**src/rtl/load_store_controller_if.sv**
```systemverilog
// Bundle of request/response and data-memory signals for the load/store controller.
// Handshake: a request transfers on a rising clk edge where req_valid and req_ready
// are both 1; the requester holds req_* stable while req_valid=1 and req_ready=0.
// resp_valid is a one-cycle completion pulse with no backpressure.
interface load_store_controller_if #(
  parameter int WORDSIZE = 64
);
  logic                req_valid;
  logic                req_ready;
  logic                req_write;
  logic [2:0]          req_funct3;
  logic [WORDSIZE-1:0] req_addr;
  logic [WORDSIZE-1:0] req_wdata;
  logic                resp_valid;
  logic [WORDSIZE-1:0] resp_rdata;
  logic                resp_error;
  logic [WORDSIZE-1:0] mem_addr;
  logic [WORDSIZE-1:0] mem_data_input;
  logic                mem_write_en;
  logic [WORDSIZE-1:0] mem_data_output;

  // Pipeline/memory side: issues requests and supplies memory read data.
  modport master (
    output req_valid, req_write, req_funct3, req_addr, req_wdata,
    input  req_ready, resp_valid, resp_rdata, resp_error,
    input  mem_addr, mem_data_input, mem_write_en,
    output mem_data_output
  );

  // Controller side.
  modport slave (
    input  req_valid, req_write, req_funct3, req_addr, req_wdata,
    output req_ready, resp_valid, resp_rdata, resp_error,
    output mem_addr, mem_data_input, mem_write_en,
    input  mem_data_output
  );
endinterface

```
**src/rtl/load_store_controller.sv**
```systemverilog
// RISC-V load/store controller: turns byte-addressed B/H/W/D loads and stores into
// doubleword-wide memory accesses. Sub-word stores use read-modify-write.
// All outputs except req_ready come straight from registers.
module load_store_controller #(
  parameter int WORDSIZE = 64
) (
  input  logic                   clk,
  input  logic                   rst_n,
  load_store_controller_if.slave bus,
  output logic [1:0]             dbg_state
);

  typedef enum logic [1:0] {
    IDLE  = 2'd0,
    READ  = 2'd1,
    WRITE = 2'd2,
    RESP  = 2'd3
  } state_t;

  state_t              state;
  logic                lat_write;
  logic [2:0]          lat_funct3;
  logic [2:0]          lat_off;
  logic [WORDSIZE-1:0] lat_wdata;

  logic                resp_valid_q;
  logic                resp_error_q;
  logic [WORDSIZE-1:0] resp_rdata_q;
  logic [WORDSIZE-1:0] mem_addr_q;
  logic [WORDSIZE-1:0] mem_data_input_q;
  logic                mem_write_en_q;

  // Illegal width code, sub-word unsigned stores, or misaligned access.
  function automatic logic req_is_error(input logic wr, input logic [2:0] f3,
                                        input logic [2:0] a);
    logic err;
    err = 1'b0;
    case (f3)
      3'b001, 3'b101: err = a[0];
      3'b010, 3'b110: err = |a[1:0];
      3'b011:         err = |a[2:0];
      3'b111:         err = 1'b1;
      default:        err = 1'b0;
    endcase
    if (wr && f3[2]) err = 1'b1;
    return err;
  endfunction

  // Pick the addressed lane (little-endian) and sign/zero extend.
  function automatic logic [WORDSIZE-1:0] load_extend(input logic [2:0] f3,
                                                      input logic [2:0] a,
                                                      input logic [WORDSIZE-1:0] dw);
    logic [WORDSIZE-1:0] sh;
    logic [WORDSIZE-1:0] res;
    sh = dw >> {a, 3'b000};
    case (f3)
      3'b000:  res = {{(WORDSIZE-8){sh[7]}}, sh[7:0]};
      3'b001:  res = {{(WORDSIZE-16){sh[15]}}, sh[15:0]};
      3'b010:  res = {{(WORDSIZE-32){sh[31]}}, sh[31:0]};
      3'b100:  res = {{(WORDSIZE-8){1'b0}}, sh[7:0]};
      3'b101:  res = {{(WORDSIZE-16){1'b0}}, sh[15:0]};
      3'b110:  res = {{(WORDSIZE-32){1'b0}}, sh[31:0]};
      default: res = dw;
    endcase
    return res;
  endfunction

  // Replace only the addressed byte lanes of the old doubleword.
  function automatic logic [WORDSIZE-1:0] store_merge(input logic [2:0] f3,
                                                      input logic [2:0] a,
                                                      input logic [WORDSIZE-1:0] old_dw,
                                                      input logic [WORDSIZE-1:0] wd);
    logic [WORDSIZE-1:0] mask;
    case (f3[1:0])
      2'b00:   mask = {{(WORDSIZE-8){1'b0}}, 8'hFF};
      2'b01:   mask = {{(WORDSIZE-16){1'b0}}, 16'hFFFF};
      default: mask = {{(WORDSIZE-32){1'b0}}, 32'hFFFF_FFFF};
    endcase
    mask = mask << {a, 3'b000};
    return (old_dw & ~mask) | ((wd << {a, 3'b000}) & mask);
  endfunction

  // Main controller FSM; every bus output is a register updated here.
  always_ff @(posedge clk) begin
    if (!rst_n) begin
      state            <= IDLE;
      lat_write        <= 1'b0;
      lat_funct3       <= 3'b000;
      lat_off          <= 3'b000;
      lat_wdata        <= '0;
      resp_valid_q     <= 1'b0;
      resp_error_q     <= 1'b0;
      resp_rdata_q     <= '0;
      mem_addr_q       <= '0;
      mem_data_input_q <= '0;
      mem_write_en_q   <= 1'b0;
    end else begin
      case (state)
        IDLE: begin
          if (bus.req_valid) begin
            lat_write  <= bus.req_write;
            lat_funct3 <= bus.req_funct3;
            lat_off    <= bus.req_addr[2:0];
            lat_wdata  <= bus.req_wdata;
            if (req_is_error(bus.req_write, bus.req_funct3, bus.req_addr[2:0])) begin
              resp_valid_q <= 1'b1;
              resp_error_q <= 1'b1;
              resp_rdata_q <= '0;
              state        <= RESP;
            end else begin
              mem_addr_q <= {bus.req_addr[WORDSIZE-1:3], 3'b000};
              if (bus.req_write && bus.req_funct3 == 3'b011) begin
                // Full doubleword store needs no read.
                mem_data_input_q <= bus.req_wdata;
                mem_write_en_q   <= 1'b1;
                state            <= WRITE;
              end else begin
                state <= READ;
              end
            end
          end
        end
        READ: begin
          if (lat_write) begin
            mem_data_input_q <= store_merge(lat_funct3, lat_off, bus.mem_data_output, lat_wdata);
            mem_write_en_q   <= 1'b1;
            state            <= WRITE;
          end else begin
            resp_rdata_q <= load_extend(lat_funct3, lat_off, bus.mem_data_output);
            resp_valid_q <= 1'b1;
            resp_error_q <= 1'b0;
            state        <= RESP;
          end
        end
        WRITE: begin
          mem_write_en_q <= 1'b0;
          resp_valid_q   <= 1'b1;
          resp_error_q   <= 1'b0;
          resp_rdata_q   <= '0;
          state          <= RESP;
        end
        default: begin
          resp_valid_q <= 1'b0;
          resp_error_q <= 1'b0;
          state        <= IDLE;
        end
      endcase
    end
  end

  // Ready only in IDLE and never while reset is asserted.
  assign bus.req_ready      = (state == IDLE) && rst_n;
  assign bus.resp_valid     = resp_valid_q;
  assign bus.resp_error     = resp_error_q;
  assign bus.resp_rdata     = resp_rdata_q;
  assign bus.mem_addr       = mem_addr_q;
  assign bus.mem_data_input = mem_data_input_q;
  assign bus.mem_write_en   = mem_write_en_q;
  assign dbg_state          = state;

endmodule

```
**src/flat_wrapper.sv**
```systemverilog
// flat-port wrapper written by rule: the top's interface ports become plain ports
module load_store_controller_flat 
#(
  parameter int WORDSIZE = 64
)
  (clk, rst_n, dbg_state, bus_req_valid, bus_req_write, bus_req_funct3, bus_req_addr, bus_req_wdata, bus_req_ready, bus_resp_valid, bus_resp_rdata, bus_resp_error, bus_mem_addr, bus_mem_data_input, bus_mem_write_en, bus_mem_data_output);
  load_store_controller_if #(.WORDSIZE(WORDSIZE)) bus_i ();
  input  logic clk;
  input  logic rst_n;
  output logic [1:0] dbg_state;
  input wire logic [$bits(bus_i.req_valid)-1:0] bus_req_valid;
  input wire logic [$bits(bus_i.req_write)-1:0] bus_req_write;
  input wire logic [$bits(bus_i.req_funct3)-1:0] bus_req_funct3;
  input wire logic [$bits(bus_i.req_addr)-1:0] bus_req_addr;
  input wire logic [$bits(bus_i.req_wdata)-1:0] bus_req_wdata;
  output wire logic [$bits(bus_i.req_ready)-1:0] bus_req_ready;
  output wire logic [$bits(bus_i.resp_valid)-1:0] bus_resp_valid;
  output wire logic [$bits(bus_i.resp_rdata)-1:0] bus_resp_rdata;
  output wire logic [$bits(bus_i.resp_error)-1:0] bus_resp_error;
  output wire logic [$bits(bus_i.mem_addr)-1:0] bus_mem_addr;
  output wire logic [$bits(bus_i.mem_data_input)-1:0] bus_mem_data_input;
  output wire logic [$bits(bus_i.mem_write_en)-1:0] bus_mem_write_en;
  input wire logic [$bits(bus_i.mem_data_output)-1:0] bus_mem_data_output;
  assign bus_i.req_valid = bus_req_valid;
  assign bus_i.req_write = bus_req_write;
  assign bus_i.req_funct3 = bus_req_funct3;
  assign bus_i.req_addr = bus_req_addr;
  assign bus_i.req_wdata = bus_req_wdata;
  assign bus_req_ready = bus_i.req_ready;
  assign bus_resp_valid = bus_i.resp_valid;
  assign bus_resp_rdata = bus_i.resp_rdata;
  assign bus_resp_error = bus_i.resp_error;
  assign bus_mem_addr = bus_i.mem_addr;
  assign bus_mem_data_input = bus_i.mem_data_input;
  assign bus_mem_write_en = bus_i.mem_write_en;
  assign bus_i.mem_data_output = bus_mem_data_output;
  load_store_controller #(.WORDSIZE(WORDSIZE)) u_core (.clk(clk), .rst_n(rst_n), .bus(bus_i), .dbg_state(dbg_state));
endmodule
```
**config.mk**
```make
export PLATFORM = sky130hd
export DESIGN_NAME = load_store_controller_flat
export DESIGN_NICKNAME = d
export VERILOG_FILES = /design/src/rtl/load_store_controller_if.sv /design/src/rtl/load_store_controller.sv /design/src/flat_wrapper.sv
export SDC_FILE = /design/constraint.sdc
export NUM_CORES = 1
export LEC_CHECK = 0
export ABC_AREA = 0
export CORE_AREA = 2 2 181 183
export DETAILED_ROUTE_END_ITERATION = 8
export DIE_AREA = 0 0 183 185
export GPL_ROUTABILITY_DRIVEN = 0
export PLACE_DENSITY = 0.78
export REMOVE_ABC_BUFFERS = 1
export SYNTH_ARGS = -nofsm -noshare
export SYNTH_HDL_FRONTEND = slang
export SYNTH_SLANG_ARGS = --single-unit
export TNS_END_PERCENT = 5
```
**constraint.sdc**
```tcl
create_clock -name clk -period 4.8 [get_ports clk]
set_input_delay 0.48 -clock clk [delete_from_list [all_inputs] [get_ports clk]]
set_output_delay 0.48 -clock clk [all_outputs]
set_load 0.005 [all_outputs]
```
# After elaboration in Yosys (flattened, before gate mapping)

Index checks and enable logic that the tools add are counted.

Register bits: 265
Word-level logic and storage cells: 92

Shifts and indexed selects: 3
Reduce and logical (&&, ||, !) cells: 18
Bitwise gates (word level): 5
Eq/ne operators: 20
Muxes and demuxes: 35

Operators by type and width:

| cell               | count |
|---|---|
| $mux 64            | 10 |
| $pmux 64 s6        | 1 |
| $pmux 64 s3        | 1 |
| $and 64x64->64     | 2 |
| $pmux 64 s2        | 1 |
| $shl 64x6->64      | 2 |
| $not 64->64        | 1 |
| $or 64x64->64      | 1 |
| $pmux 32 s2        | 1 |
| $shr 64x6->32      | 1 |
| $eq 3x3->1 const B | 6 |
| $mux 1             | 13 |
| $reduce_and 5->1   | 2 |
| $eq 3x2->1 const B | 3 |
| $ne 2x2->1 const B | 4 |
| $eq 3x1->1 const B | 2 |
| $mux 2             | 3 |
| $pmux 1 s3         | 2 |
| $pmux 2 s3         | 1 |
| $reduce_and 3->1   | 2 |
| $reduce_or 2->1    | 3 |
| $eq 2x1->1 const B | 2 |
| $logic_not 2->1    | 2 |
| $ne 2x1->1 const B | 2 |
| 11 further kinds   | 13 |

# Logic depth before layout (Yosys ltp)

Word-level depth: 11
Mapped depth: 11
Mapped depth without buffers: 7

# Worst setup path after synthesis

OpenSTA, ideal clock, no wires.

Path type: register -> register
Start point: register u_core.state[0], in the netlist u_core.dbg_state[0]
End point: register u_core.resp_rdata_q[37], in the netlist u_core.bus.resp_rdata[37]
Setup slack: 2682 ps
Stages on the path, launching flop included: 11
Library setup time: 117 ps
Data arrival time: 2001 ps
Path buffers: 3
Required time: 4683 ps
Path through: dfxtp_1 -> inv_1 -> ha_1 -> buf_2 -> nor2b_1 -> nor3_1 -> o21ai_1 -> and2_1 -> buf_2 -> clkbuf_1 -> a22o_1

Word-level cells in the longest chain between the ends: 3
Elaborated cells between the ends (all ways): 9
Those cells by class: eq/ne (5); mux (1); reduce/logical (3)

Ends and longest elaborated chain:

| what                                                             | RTL line                     | source |
|---|---|---|
| start: declaration                                               | load_store_controller.sv:20  | `state_t state;` |
| start signal: assignment                                         | load_store_controller.sv:86  | `state <= IDLE;` |
| start signal: assignment                                         | load_store_controller.sv:109 | `state <= RESP;` |
| start signal: assignment                                         | load_store_controller.sv:116 | `state <= WRITE;` |
| $eq 2x1->1, or another cell as far along                         | load_store_controller.sv:98  | `case (state)` |
| $ne 2x2->1 (no source line) or $reduce_bool 3->1 (tied branches) | -                            |  |
| $reduce_and 4->1 (no source line)                                | -                            |  |
| end signal: assignment                                           | load_store_controller.sv:129 | `resp_rdata_q <= load_extend(lat_funct3, lat_off, bus.mem_data_output);` |
| end: declaration                                                 | load_store_controller.sv:28  | `logic [WORDSIZE-1:0] resp_rdata_q;` |

Several ways; a longest one is shown, not always the timed one.
A chain may end at the register's enable or synchronous reset.

# Final worst setup path

Start point: register u_core.state[0], in the netlist u_core.dbg_state[0]
End point: register u_core.mem_data_input_q[48], in the netlist u_core.bus.mem_data_input[48]

Word-level cells in the longest chain between the ends: 3
Elaborated cells between the ends (all ways): 9
Those cells by class: eq/ne (5); mux (1); reduce/logical (3)

Ends and longest elaborated chain:

| what                                                      | RTL line                     | source |
|---|---|---|
| $eq 2x1->1 or $logic_not 2->1 (tied branches)             | load_store_controller.sv:98  |  |
| $ne 2x1->1 (no source line), or another cell as far along | -                            |  |
| $reduce_and 5->1 (no source line)                         | -                            |  |
| end signal: assignment                                    | load_store_controller.sv:114 | `mem_data_input_q <= bus.req_wdata;` |
| end signal: assignment                                    | load_store_controller.sv:125 | `mem_data_input_q <= store_merge(lat_funct3, lat_off, bus.mem_data_output, lat_wdata);` |
| end: declaration                                          | load_store_controller.sv:30  | `logic [WORDSIZE-1:0] mem_data_input_q;` |

Several ways; a longest one is shown, not always the timed one.

==> impl_metrics.csv <==
group,metric,value,unit
status,status,"complete, no violations",
clock_tree,clockRootBuffer,"clkbuf_16",
cells_and_area,area_growth,34.7,%
yosys,synth-async-reset-ratio,0,%
critical_path,worst-r2r-cell-count,5,
timing,setup_slack,1.26,ns
critical_path,critPathRequiredTime,5.28,ns
yosys,ys_seq_elements,257,
yosys,synth-adder-area-share,0.352,%
yosys,ys.flop_type,"dfxtp_1",
yosys,syn_inst,1633,
pwr,combPwrFrac,39.0,%
clock_tree,clkLatencyLatePin,0.57,ns
detailed_routing,num_vias,14800,
clock_tree,cts_buffers,29,
cells_and_area,fillers,2747,
die,pin_count,397,
timing,fin_crit,3.54,ns
cells_and_area,drive_above_1_share,9.58,%
grt,grt_max_degree,94,
detailed_routing,routed.top_layer,"met4",
critical_path,rrSetupSlack,1.26,ns
job,drv_cap,0,
worst_hold_path,min_path_type,"in2reg",
timing,max_freq,283,MHz
detailed_routing,wl_met3,6640,µm
die,core,32000,µm²
yosys,synth_area_per_cell,8.72,µm²
yosys,synth_top_family_by_area,"compound AO/OA/AOI/OAI gates",
place,pre_cts_slack,1.44,ns
cells_and_area,mostFrequentLayoutCell,"clkdlybuf4s50_1",
clock_tree,path_clk_slew,0.06,ns
die,die-height,185,µm
critical_path,critPathMaxFanout,57,
pwr,p_leak,0.00685,µW
clock_tree,cts-htree-levels,1,
worst_hold_path,worstHoldStart,"rst_n",
detailed_routing,drc_errors,0,
yosys,yosysUniqueCellTypes,72,
yosys,synthXorXnorAreaFrac,0.0615,%
critical_path,rr_startpoint,"u_core.dbg_state[0]$_SDFFE_PN0P_",
grt,grt_pass1_wl,83000,µm
timing,relSlewSlack,1.60,%
grt,track_usage,31.4,%
timing,rsz0062_at_grt,"no",
critical_path,critPathCaptureType,"flip-flop",
cells_and_area,final_util,59.8,%
critical_path,critPathKind,"reg2reg",
pwr,switching_power,3160,µW
pwr,switching_share,38.1,%
detailed_routing,dr.pass1.iters,6,
timing,hold_viol,0,
clock_tree,cts_buffer_depth,3,
detailed_routing,met2_length,24900,µm
yosys,synth_top_area_cell,"dfxtp_1",
yosys,synth-compound-area-share,27.2,%
detailed_routing,via_per_inst,6.28,
die,start_util,44.4,%
timing,worst_pin_slew,1.48,ns
worst_hold_path,min_path_cells,2,
detailed_routing,totalWireLength,55700,µm
timing,finalCritPeriodShare,73.7,%
detailed_routing,wl_met1,20700,µm
yosys,seq_area_frac_synth,36.1,%
timing,drv_slew,0,
yosys,synth_area,14200,µm²
yosys,synth_mux_area_share,13.7,%
yosys,synth.top_cell.area_share,36.1,%
cells_and_area,layout_common_cells,"clkdlybuf4s50_1 (392), nand2_1 (312), dfxtp_1 (255)",
grt,grt_pass1_vias,14200,
timing,finClkSkew,0.0107,ns
critical_path,start_kind,"flip-flop",
pwr,p_seq_share,32.4,%
clock_tree,cts_resized,0,
clock_tree,cts_sinks,257,
die,core.rowCount,66,
clock_tree,cts_tree,"done",
detailed_routing,ant_nets,0,
die,die-area,33900,µm²
yosys,synth-simple-area-share,16.3,%
critical_path,cp-startpoint,"u_core.dbg_state[0]$_SDFFE_PN0P_",
detailed_routing,route.detailed.wl_per_inst,23.7,µm
yosys,synth_edf_count,0,
place,port_buffers,393,
pwr,clkPwrFrac,28.6,%
yosys,synth_area_leaders,"dfxtp_1 (36%), nand2_1 (8.3%), mux2i_1 (5.8%)",
grt,gr-total-overflow,0,
pwr,irDropWorstVdd,387,µV
pwr,power.density,433,nW/µm²
clock_tree,post-cts-setup-buffers,0,
die,die-width,183,µm
pwr,intPower,5140,µW
yosys,yosysWarnings,0,
place,dp_hpwl,37800,µm
critical_path,cp_data_arrival_time,4.02,ns
grt,antenna_found_initial,1,
detailed_routing,drt_iter0_drc,1819,
clock_tree,cts_hold_buffers,0,
timing,setup_viol,0,
cells_and_area,layout.nets,2121,
-- flip-flops by register name, summed over array words and instances, names as in the netlist --
signal                     count
u_core.bus.resp_error          1
u_core.lat_wdata              56
u_core.lat_off                 3
u_core.lat_funct3              3
u_core.bus.mem_data_input     64
u_core.bus.mem_write_en        1
u_core.lat_write               1
u_core.bus.resp_rdata         64
u_core.dbg_state               2
u_core.bus.resp_valid          1
u_core.bus.mem_addr           61
-- worst max-delay path, cell delays in order, from the launching register on --
cell and delay [ns]:
dfxtp_1 0.48, ha_4 0.61, inv_1 0.54, a21oi_1 1.26
nand2_1 0.22, a31oi_1 0.27
-- routing by layer --
| metal | vias to the layer above | global-route usage, % |
|---|---|---|
| li1 | 6513 | - |
| met1 | 6874 | 39.2 |
| met2 | 1118 | 50.4 |
| met3 | 246 | 6.74 |
| met4 | 0 | 17.9 |
| met5 | - | 0 |
-- synthesized netlist by cell type (all sizes together), types with 17 or more instances --
cell / count
o211a: 35
nand2: 314
a21oi: 40
dfxtp: 257
nand3: 20
o211ai: 32
a22o: 40
nor2: 37
mux4: 34
mux2: 31
o22ai: 20
nor2b: 35
buf: 64
a31oi: 37
inv: 25
clkbuf: 102
o2bb2ai: 25
o311ai: 17
mux2i: 83
o21ai: 67
a21boi: 126
nor3: 24
or2: 35
-- logic make-up (layout without fill, tap and decap cells) --
kind of cell,Yosys count,in the layout
compound gates,519,519
xor+xnor,1,1
fa+ha+maj,4,4
buf+inv,192,498
flops,257,257
mux,148,148
other cells,1,4
simple gates,511,511
-- final cells by class --
cell class	instances	area [µm²]	share of cell area (%)
Timing Repair Buffer	418	4120	21.5
Sequential cell	257	5150	26.9
Tap cell	408	510	2.66
Antenna cell	1	2.50	0.0131
Multi-Input combinational cell	1186	8270	43.1
Clock inverter	18	210	1.10
Clock buffer	36	812	4.24
Inverter	26	97.6	0.509
-- power by group through the flow --
stage                     Sequential, µW  Combinational [µW]  Clock [µW]
after detailed placement            2720                3130           0
after global routing                2710                3420        2480
after CTS                           2670                3160        2390
after floorplan                     2710                1770           0
after global placement              2710                3080           0
final                               2690                3240        2380
-- worst paths after layout --
check,endpoint
min,u_core.bus.mem_data_input[12]$_SDFFE_PN0P_
max reg2reg,u_core.bus.mem_data_input[48]$_SDFFE_PN0P_
max,u_core.bus.mem_data_input[48]$_SDFFE_PN0P_
min reg2reg,u_core.bus.mem_addr[10]$_SDFFE_PN0P_
-- metrics by stage --
step | total power (µW) | instance area (µm²) | setup TNS, ns | cells | hold WS [ns]
after CTS | 8230 | 19200 | 0 | 2349 | 0.335
after global routing | 8620 | 19200 | 0 | 2350 | 0.357
after detailed placement | 5850 | 18100 | 0 | 2295 | 0.445
final | 8310 | 19200 | 0 | 2350 | 0.344
after floorplan | 4480 | 13500 | -116.58 | 1469 | 0.440
after global placement | 5790 | 18100 | 0 | 2295 | 0.439
(Power assumes the default switching activity.)
